===== src/rtl/ram_arb_pkg.sv =====
// Shared types and constants for the two-port (CPU/DMA) single-RAM arbiter.
package ram_arb_pkg;

  typedef enum logic {
    ST_IDLE   = 1'b0,
    ST_ACCESS = 1'b1
  } state_e;

  typedef enum logic {
    OWN_CPU = 1'b0,
    OWN_DMA = 1'b1
  } owner_e;

  localparam int MODE_RR    = 0;
  localparam int MODE_FIXED = 1;

endpackage


===== src/rtl/arb_pick2.sv =====
// Combinational 2-way winner selection: round-robin or CPU-priority with a
// starvation override for DMA. reqs[0] is the CPU, reqs[1] is the DMA.
module arb_pick2
  import ram_arb_pkg::*;
(
  input  logic [1:0] reqs,
  input  owner_e     last_owner,
  input  logic       mode,
  input  logic       starve,
  output owner_e     winner
);

  // mode: 0 = round-robin, 1 = fixed CPU priority
  always_comb begin
    winner = OWN_CPU;
    case (reqs)
      2'b10: winner = OWN_DMA;
      2'b11: begin
        if (mode) begin
          winner = starve ? OWN_DMA : OWN_CPU;
        end else begin
          winner = (last_owner == OWN_CPU) ? OWN_DMA : OWN_CPU;
        end
      end
      default: winner = OWN_CPU;
    endcase
  end

endmodule


===== src/rtl/ram_arbiter.sv =====
// Arbitrates a CPU port and a DMA port onto one combinational-read RAM,
// one access every two cycles (IDLE arbitrates, ACCESS drives the RAM).
module ram_arbiter
  import ram_arb_pkg::*;
#(
  parameter int ADDR_W   = 12,
  parameter int DATA_W   = 4,
  parameter int MODE     = 0,
  parameter int MAX_WAIT = 4
) (
  input  logic              clk,
  input  logic              reset,
  input  logic              cpu_req,
  input  logic              cpu_we,
  input  logic [ADDR_W-1:0] cpu_addr,
  input  logic [DATA_W-1:0] cpu_wdata,
  output logic              cpu_gnt,
  output logic              cpu_valid,
  output logic [DATA_W-1:0] cpu_rdata,
  input  logic              dma_req,
  input  logic              dma_we,
  input  logic [ADDR_W-1:0] dma_addr,
  input  logic [DATA_W-1:0] dma_wdata,
  output logic              dma_gnt,
  output logic              dma_valid,
  output logic [DATA_W-1:0] dma_rdata,
  output logic              ram_en,
  output logic              ram_we,
  output logic [ADDR_W-1:0] ram_addr,
  output logic [DATA_W-1:0] ram_wdata,
  input  logic [DATA_W-1:0] ram_rdata
);

  localparam int   WAIT_W = (MAX_WAIT < 1) ? 1 : $clog2(MAX_WAIT + 1);
  localparam logic FIXED  = (MODE == MODE_FIXED);

  state_e              state_q, state_d;
  owner_e              owner_q, owner_d;
  owner_e              last_owner_q, last_owner_d;
  logic                cpu_gnt_q, cpu_gnt_d, dma_gnt_q, dma_gnt_d;
  logic                ram_en_q, ram_en_d, ram_we_q, ram_we_d;
  logic                cpu_valid_q, cpu_valid_d, dma_valid_q, dma_valid_d;
  logic [DATA_W-1:0]   cpu_rdata_q, cpu_rdata_d, dma_rdata_q, dma_rdata_d;
  logic [WAIT_W-1:0]   wait_cnt_q, wait_cnt_d;
  logic                we_q, we_d;
  logic [ADDR_W-1:0]   addr_q, addr_d;
  logic [DATA_W-1:0]   wdata_q, wdata_d;
  owner_e              winner;
  logic                starve;

  function automatic logic [WAIT_W-1:0] sat_inc(input logic [WAIT_W-1:0] v);
    if (v == WAIT_W'(MAX_WAIT)) return v;
    return v + WAIT_W'(1);
  endfunction

  assign starve = (wait_cnt_q == WAIT_W'(MAX_WAIT));

  arb_pick2 u_pick (
    .reqs       ({dma_req, cpu_req}),
    .last_owner (last_owner_q),
    .mode       (FIXED),
    .starve     (starve),
    .winner     (winner)
  );

  always_comb begin
    state_d      = state_q;
    owner_d      = owner_q;
    last_owner_d = last_owner_q;
    wait_cnt_d   = wait_cnt_q;
    we_d         = we_q;
    addr_d       = addr_q;
    wdata_d      = wdata_q;
    cpu_rdata_d  = cpu_rdata_q;
    dma_rdata_d  = dma_rdata_q;
    cpu_gnt_d    = 1'b0;
    dma_gnt_d    = 1'b0;
    ram_en_d     = 1'b0;
    ram_we_d     = 1'b0;
    cpu_valid_d  = 1'b0;
    dma_valid_d  = 1'b0;
    case (state_q)
      ST_IDLE: begin
        if (cpu_req || dma_req) begin
          state_d      = ST_ACCESS;
          owner_d      = winner;
          last_owner_d = winner;
          ram_en_d     = 1'b1;
          if (winner == OWN_CPU) begin
            we_d      = cpu_we;
            addr_d    = cpu_addr;
            wdata_d   = cpu_wdata;
            cpu_gnt_d = 1'b1;
            ram_we_d  = cpu_we;
          end else begin
            we_d      = dma_we;
            addr_d    = dma_addr;
            wdata_d   = dma_wdata;
            dma_gnt_d = 1'b1;
            ram_we_d  = dma_we;
          end
        end
        // Starvation guard only counts CPU wins taken while DMA is waiting.
        if (FIXED) begin
          if (!dma_req || winner == OWN_DMA) wait_cnt_d = '0;
          else                               wait_cnt_d = sat_inc(wait_cnt_q);
        end
      end
      ST_ACCESS: begin
        state_d = ST_IDLE;
        if (owner_q == OWN_CPU) begin
          cpu_valid_d = 1'b1;
          if (!we_q) cpu_rdata_d = ram_rdata;
        end else begin
          dma_valid_d = 1'b1;
          if (!we_q) dma_rdata_d = ram_rdata;
        end
      end
      default: state_d = ST_IDLE;
    endcase
  end

  // Control and visible outputs: cleared asynchronously so a reset mid-ACCESS
  // drops ram_en/ram_we at once and suppresses the pending valid.
  always_ff @(posedge clk or posedge reset) begin
    if (reset) begin
      state_q      <= ST_IDLE;
      owner_q      <= OWN_DMA;
      last_owner_q <= OWN_DMA;
      wait_cnt_q   <= '0;
      cpu_gnt_q    <= 1'b0;
      dma_gnt_q    <= 1'b0;
      ram_en_q     <= 1'b0;
      ram_we_q     <= 1'b0;
      cpu_valid_q  <= 1'b0;
      dma_valid_q  <= 1'b0;
      cpu_rdata_q  <= '0;
      dma_rdata_q  <= '0;
    end else begin
      state_q      <= state_d;
      owner_q      <= owner_d;
      last_owner_q <= last_owner_d;
      wait_cnt_q   <= wait_cnt_d;
      cpu_gnt_q    <= cpu_gnt_d;
      dma_gnt_q    <= dma_gnt_d;
      ram_en_q     <= ram_en_d;
      ram_we_q     <= ram_we_d;
      cpu_valid_q  <= cpu_valid_d;
      dma_valid_q  <= dma_valid_d;
      cpu_rdata_q  <= cpu_rdata_d;
      dma_rdata_q  <= dma_rdata_d;
    end
  end

  // Latched command: only observed while ram_en is high.
  always_ff @(posedge clk) begin
    we_q    <= we_d;
    addr_q  <= addr_d;
    wdata_q <= wdata_d;
  end

  assign cpu_gnt   = cpu_gnt_q;
  assign dma_gnt   = dma_gnt_q;
  assign cpu_valid = cpu_valid_q;
  assign dma_valid = dma_valid_q;
  assign cpu_rdata = cpu_rdata_q;
  assign dma_rdata = dma_rdata_q;
  assign ram_en    = ram_en_q;
  assign ram_we    = ram_we_q;
  assign ram_addr  = addr_q;
  assign ram_wdata = wdata_q;

endmodule

===== config.mk =====
export PLATFORM = sky130hd
export DESIGN_NAME = ram_arbiter
export DESIGN_NICKNAME = d
export VERILOG_FILES = /design/src/rtl/ram_arb_pkg.sv /design/src/rtl/arb_pick2.sv /design/src/rtl/ram_arbiter.sv
export SDC_FILE = /design/constraint.sdc
export NUM_CORES = 1
export LEC_CHECK = 0
export ABC_AREA = 0
export CAP_MARGIN = 0
export CORE_ASPECT_RATIO = 1.2
export CORE_MARGIN = 3
export CORE_UTILIZATION = 38
export CTS_CLUSTER_SIZE = 30
export DETAILED_ROUTE_END_ITERATION = 7
export HOLD_SLACK_MARGIN = 0.15
export PLACE_DENSITY = 0.81
export SYNTH_ARGS = -nofsm -noshare
export SYNTH_HDL_FRONTEND = slang
export SYNTH_SLANG_ARGS = --single-unit

===== constraint.sdc =====
create_clock -name clk -period 1.84 [get_ports clk]
set_input_delay 0.184 -clock clk [delete_from_list [all_inputs] [get_ports clk]]
set_output_delay 0.184 -clock clk [all_outputs]
set_load 0.01 [all_outputs]

==> Flow_metrics.wiki, run 1 <==
{| class="wikitable"
! Metric !! Value
|-
| Fraction of the core area covered by cells at the end of the flow || 67.3%
|-
| MaxCap Viol Count || 0
|-
| Final critical-path setup slack || 213 ps
|-
| Slew of the pin with the lowest slew margin || 561 ps
|-
| Number of global-route vias before repair || 1005
|-
| Slew headroom || 62.6%
|-
| Peak fanout along the critical path || 10
|-
| Leakage || 0.844 nW
|-
| Average size of a mapped cell || 17.1 um2
|-
| Seq/Total Area, Yosys || 67.3%
|-
| Postcts setup bufs || 0
|-
| Skew final || 4.22 ps
|-
| Avg WL per Cell || 15.3 um
|-
| TritonCTS Sinks || 32
|-
| Floorplan die area || between 4000 and 5000 um2
|-
| Largest voltage drop on the vdd net || 622 uV
|-
| Total global-route track usage || 15.9%
|-
| Count of flip-flops with a built-in enable after synthesis || 17
|-
| Leading post-synthesis cells by cell area || edfxtp_1 (39%), dfrtp_1 (27%), mux2_2 (15%), mux2_4 (8.0%), dfstp_2 (2.0%)
|-
| CTS-repair resized insts || 0
|-
| Input/output buffers || 71
|-
| Top post-synthesis cells by count || edfxtp_1 (17), mux2_2 (17), dfrtp_1 (14), mux2_4 (7)
|-
| Number of H-tree branching levels || 2
|-
| Dominant register cell in the synthesized netlist || edfxtp_1
|-
| Number of inserted diodes || 0
|-
| Post-CTS clock slew at the launch and capture registers of the worst setup and hold paths || 90 ps
|-
| Total gr overflow || 0
|-
| Seq cells post-synth || 32
|-
| Final critical-path required period || 1630 ps
|-
| Y dimension of the die || between 70 and 80 um
|-
| Via/cell ratio || 4.85
|-
| Count of synthesis-stage warnings from yosys || 0
|-
| Setup CP Type || reg2out
|-
| Detailed Route WL || 2960 um
|-
| Global-route wire length before repair || 4820 um
|-
| Critical Path Max Stage Delay || 610 ps
|-
| Initial antenna violation count || 0
|-
| Layout cells sized above 1 || 22.9%
|-
| Hold Buf Count CTS || 0
|-
| Unrepaired setup endpoints after global routing || no
|-
| Count of endpoints failing setup in the final report || 0
|-
| Area growth from synthesis to layout || 63.1%
|-
| Via count || 937
|-
| Worst Path Arrival || 1440 ps
|-
| Starting density of the core || 41.3%
|-
| Fraction of post-synthesis cell area in the top cell type by area || 38.7%
|-
| Hold/Removal Path Class || in2async
|-
| Nature of the critical path startpoint || flip-flop
|-
| CTS Buffer Depth || 2
|-
| CP delay by family, top || buffers and inverters
|-
| Crit path required time || 1660 ps
|-
| Cell type with the largest total area after synthesis || edfxtp_1
|-
| Final cycle utilization of the critical path || 88.4%
|-
| CTS Root Buffer Type || clkbuf_4
|-
| Total buffers and inverters traversed by the critical path || 1
|-
| Maximum number of pins on one net before global-route repair || 20
|-
| Core footprint || about 3200 um2
|-
| Site row count || 22
|-
| Setup TNS || 0 ps
|-
| Post-synth ARST share || a little under half
|-
| Residual antenna-violating net count after detailed routing || 0
|-
| GP Congestion || 0.697
|-
| Number of max-slew violations in the final report || 0
|-
| Power density over cell area || 1000 nW/um2
|-
| Post-placement setup slack || 96.3 ps
|-
| Iter 0 DRT Violations || 13
|-
| Outcome || completed
|-
| Number of detailed-route iterations in the first pass || 4
|-
| Ordered cell list for the critical path || clkdlybuf4s50_1
|-
| CTS tree || done
|-
| Floorplan die width || 59.8 um
|-
| Final layout net count || 198
|-
| Final hold viol count || 0
|-
| Cell with the biggest individual delay on the critical path || clkdlybuf4s50_1
|-
| Mapped Area || 1320 um2
|-
| Number of remaining DRC errors || 0
|-
| Critical path endpoint category || primary output
|-
| Clock latency at the later pin of the worst-skew pair || 330 ps
|-
| Nets in the synthesized netlist || around 120
|-
| Ports || 72
|-
| Gate count of the mapped netlist || 77
|-
| Max Fclk || 615 MHz
|-
| Inserted Clock Buffers || 5
|-
| Unique cell type count in the Yosys netlist || 19
|}
## flip-flops by register name, summed over array words and instances (netlist names), 4 cells and up
name	cells
ram_wdata	4
dma_rdata	4
ram_addr	12
cpu_rdata	4
## metrics by stage
step,instances,total power (W),hold WS (ps),instance area (um2)
floorplan,77,0.00132,84.8,1320
global placement,185,0.00174,488,2090
detailed placement,185,0.00178,492,2090
CTS,193,0.00219,208,2150
global route,193,0.00228,244,2150
finish,193,0.00216,201,2150
## cell families after synthesis
kind of cell,share of synthesized area [%]
flip-flops,67.3
buffers and inverters,2.28
multiplexers,22.5
AND/OR/NAND/NOR,5.89
AO/OA/AOI/OAI,1.99
## final timing paths
path	start	endpoint	slack [ps]	depth (start not counted)
max in group asynchronous	reset	last_owner_q	1270	2
setup reg to reg	last_owner_q	ram_addr[10]	420	3
min in group clk	dma_we	ram_we	410	3
hold / removal	reset	ram_we	200	2
hold reg to reg	dma_rdata[0]	dma_rdata[0]	510	1
setup / recovery	ram_en	ram_en	210	1
## cell type report
| class | instances | area [um2] |
|---|---|---|
| tap | 36 | 45.0 |
| multi-input combinational | 41 | 404 |
| clock buffer | 8 | 58.8 |
| fill | 235 | 1040 |
| sequential | 32 | 887 |
| inverter | 2 | 7.51 |
| timing repair buffer | 74 | 746 |
## layer usage
| layer | part of all wire, % | vias up | GRT usage, % |
|---|---|---|---|
| met5 | 0 | - | 0 |
| met2 | 52 | 50 | 25.4 |
| met3 | 13 | 8 | 8.69 |
| met1 | 32 | 442 | 16.1 |
| li1 | - | 437 | - |
| met4 | 2.5 | 0 | 8.87 |
## where the power goes
| part | switching (W) | internal, W | leakage, nW | total [W] |
|---|---|---|---|---|
| registers | 0.0000801 | 0.000934 | 0.346 | 0.00101 |
| clock network | 0.000221 | 0.000188 | 0.0326 | 0.000409 |
| logic | 0.000253 | 0.000481 | 0.465 | 0.000733 |
## cells in the final DEF (no fill, tap or decap), types with 2 or more instances in the layout
cell type	netlist	final
buf_4	0	2
clkbuf_1	0	2
clkbuf_4	0	5
clkdlybuf4s50_1	0	71
dfrtp_1	14	14
edfxtp_1	17	17
inv_1	2	2
mux2_2	17	17
mux2_4	7	7
nand2b_1	2	2
nor2_1	3	3
nor2b_1	3	3
Power figures use the tool's default switching activity.
==> inputs of run 2 (changes only) <==
--- a/config.mk
+++ b/config.mk
@@ -6,7 +6,7 @@
 export NUM_CORES = 1
 export LEC_CHECK = 0
 export ABC_AREA = 0
-export CAP_MARGIN = 0
+export CAP_MARGIN = 5
 export CORE_ASPECT_RATIO = 1.2
 export CORE_MARGIN = 3
 export CORE_UTILIZATION = 38
@@ -14,6 +14,7 @@
 export DETAILED_ROUTE_END_ITERATION = 7
 export HOLD_SLACK_MARGIN = 0.15
 export PLACE_DENSITY = 0.81
+export REMOVE_ABC_BUFFERS = 1
 export SYNTH_ARGS = -nofsm -noshare
 export SYNTH_HDL_FRONTEND = slang
 export SYNTH_SLANG_ARGS = --single-unit
==> Flow_metrics.wiki, run 2 (synthesized netlist as in run 1, its figures left out) <==
{| class="wikitable"
! Metric !! Value
|-
| Detailed placer's ending HPWL || between 2000 and 2500 um
|-
| Number of inserted diodes || 0 (unchanged)
|-
| Iter 0 DRT Violations || 8 (-5)
|-
| Number of remaining DRC errors || 0 (unchanged)
|-
| Postcts setup bufs || 0 (unchanged)
|-
| Number of max-slew violations in the final report || 0 (unchanged)
|-
| Power share of the combinational group || 33.0% (-1.0 points)
|-
| CP delay by family, top || buffers and inverters
|-
| Nature of the critical path startpoint || flip-flop
|-
| Final hold viol count || 0 (unchanged)
|-
| Fillers || 246 (+4.7%)
|-
| Switching power share of the total || 25.0% (-0.68 points)
|-
| Number of H-tree branching levels || 2 (unchanged)
|-
| Residual antenna-violating net count after detailed routing || 0 (unchanged)
|-
| Crit path required time || 1660 ps (about the same)
|-
| Max Fclk || 627 MHz (+2.0%)
|-
| Critical Path Max Stage Delay || 590 ps (-20 ps)
|-
| Peak fanout along the critical path || 10 (unchanged)
|-
| Maximum number of pins on one net before global-route repair || 20 (unchanged)
|-
| Final cycle utilization of the critical path || 86.7% (-1.7 points)
|-
| Site row count || 22 (unchanged)
|-
| Setup CP Type || reg2out
|-
| Inserted Clock Buffers || 5 (unchanged)
|-
| Ports || 72 (unchanged)
|-
| Sequential power share || 46.3% (-0.7 points)
|-
| Final critical-path required period || 1600 ps (-31.6 ps)
|-
| Most frequent cells in the layout || clkdlybuf4s50_1 (71), mux2_2 (17), edfxtp_1 (17), dfrtp_1 (14), mux2_4 (7)
|-
| Count of endpoints failing setup in the final report || 0 (unchanged)
|-
| Ordered cell list for the critical path || clkdlybuf4s50_1
|-
| Cell with the biggest individual delay on the critical path || clkdlybuf4s50_1
|-
| Total buffers and inverters traversed by the critical path || 1 (unchanged)
|-
| Via/cell ratio || 4.73 (-2.6%)
|-
| Total gr overflow || 0 (unchanged)
|-
| Floorplan die width || 59.8 um (unchanged)
|-
| CTS-repair resized insts || 0 (unchanged)
|-
| CTS Buffer Depth || 2 (unchanged)
|-
| Cell Count Post-Placement || 185 (unchanged)
|-
| Slew of the pin with the lowest slew margin || 566 ps (+5.86 ps)
|-
| Clock latency at the later pin of the worst-skew pair || 320 ps (about the same)
|-
| Max reg flops || 12 (unchanged)
|-
| Layout cells sized above 1 || 23.6% (+0.64 points)
|-
| Setup TNS || 0 ps (unchanged)
|-
| Floorplan die area || 4210 um2 (unchanged)
|-
| Number of detailed-route iterations in the first pass || 3 (-1)
|-
| Critical path endpoint category || primary output
|-
| Hold Buf Count CTS || 0 (unchanged)
|-
| Final cell count without fillers || 193 (unchanged)
|-
| MaxCap Viol Count || 0 (unchanged)
|-
| Final layout net count || 198 (unchanged)
|-
| Global-route wire length before repair || 4400 um (-8.6%)
|-
| Unrepaired setup endpoints after global routing || no
|-
| Power density over cell area || 1010 nW/um2 (+1.1%)
|-
| Slew headroom || 62.2% (-0.39 points)
|-
| Most common cell after layout, fill and taps aside || clkdlybuf4s50_1
|-
| Initial antenna violation count || 0 (unchanged)
|-
| Core footprint || 3190 um2 (unchanged)
|-
| Y dimension of the die || 70.5 um (unchanged)
|-
| Via count || 913 (-2.6%)
|-
| CTS Root Buffer Type || clkbuf_4
|-
| Skew final || 4.92 ps (+0.696 ps)
|-
| Number of global-route vias before repair || 991 (-1.4%)
|-
| Int Power || 0.00164 W (+2.6%)
|-
| Hold/Removal Path Class || in2async
|-
| Largest voltage drop on the vdd net || 706 uV (+14%)
|-
| Total global-route track usage || 14.0% (-1.9 points)
|-
| Post-CTS clock slew at the launch and capture registers of the worst setup and hold paths || 100 ps (about the same)
|-
| Final critical-path setup slack || 245 ps (+31.6 ps)
|-
| Reg-to-reg setup timing slack || 420 ps (about the same)
|-
| Outcome || completed
|-
| CTS tree || done
|-
| Input/output buffers || 71 (unchanged)
|-
| Avg WL per Cell || 14.3 um (-6.6%)
|-
| Clk network pwr share || 20.7% (+1.7 points)
|-
| Starting density of the core || 41.3% (unchanged)
|-
| Worst Path Arrival || 1410 ps (-30 ps)
|-
| Area growth from synthesis to layout || 64.0%
|-
| Post-placement setup slack || 114 ps (+17.5 ps)
|-
| Detailed Route WL || 2760 um (-6.6%)
|-
| TritonCTS Sinks || 32 (unchanged)
|-
| GP Congestion || 0.736 (+5.6%)
|-
| Leakage || 0.852 nW (+0.93%)
|-
| Switching power || 0.000548 W (-1.0%)
|}
-- run 2: cell types whose count changed in the layout (fill, tap and decap cells not counted) --
cell / delta
clkbuf_1: -1
clkbuf_16: +1
clkbuf_8: -1
clkinv_2: +1
-- run 2: worst paths after layout --
kind / start / endpoint / depth (start not counted)
hold reg to reg: dma_rdata[1] / dma_rdata[1] / 1
hold / removal: reset / dma_rdata[3] / 2
min in group clk: dma_we / ram_we / 3
max in group asynchronous: reset / last_owner_q / 2
setup / recovery: ram_en / ram_en / 1
setup reg to reg: last_owner_q / ram_addr[9] / 3
-- run 2: final cells by class --
cell class | count | area [um2] | area share [%]
Clock buffer | 7 | 66.3 | 3.07
Clock inverter | 1 | 5.00 | 0.232
Inverter | 2 | 7.51 | 0.347
Multi-Input combinational cell | 41 | 404 | 18.7
Sequential cell | 32 | 887 | 41.1
Tap cell | 36 | 45.0 | 2.08
Timing Repair Buffer | 74 | 746 | 34.5
-- run 2: through the flow --
step / cell area [um2] / total power [W] / hold WS, ps / utilization (%)
global placement: 2090 / 0.00174 / 487 / 65.4
floorplan: 1290 / 0.00132 / 84.8 / -
CTS: 2160 / 0.00223 / 219 / 67.7
finish: 2160 / 0.00219 / 215 / 67.7
detailed placement: 2090 / 0.00177 / 494 / 65.4
global route: 2160 / 0.00232 / 236 / 67.7
-- run 2: worst register-to-register path, cell delays in order (launching register included) --
cell and delay, ps:
dfstp_2 620, a21boi_2 90, buf_12 160, mux2_4 310
-- run 2: metal layers --
layer | wire length [um] | global-route usage [%] | vias to the layer above
met5 | 0 | 0 | -
met1 | 953 | 14.3 | 419
met2 | 1390 | 23.2 | 54
met3 | 406 | 8.13 | 2
met4 | 13 | 5.17 | 0
li1 | - | - | 438
-- run 2: power by group through the flow --
stage | clock, W | sequential, W | combinational [W]
6_report | 0.000454 | 0.00102 | 0.000723
5_1_grt | 0.000507 | 0.00104 | 0.000776
4_1_cts | 0.000474 | 0.00102 | 0.000739
3_5_place_dp | 0 | 0.00103 | 0.000736
3_3_place_gp | 0 | 0.00102 | 0.000716
2_1_floorplan | 0 | 0.00110 | 0.000218
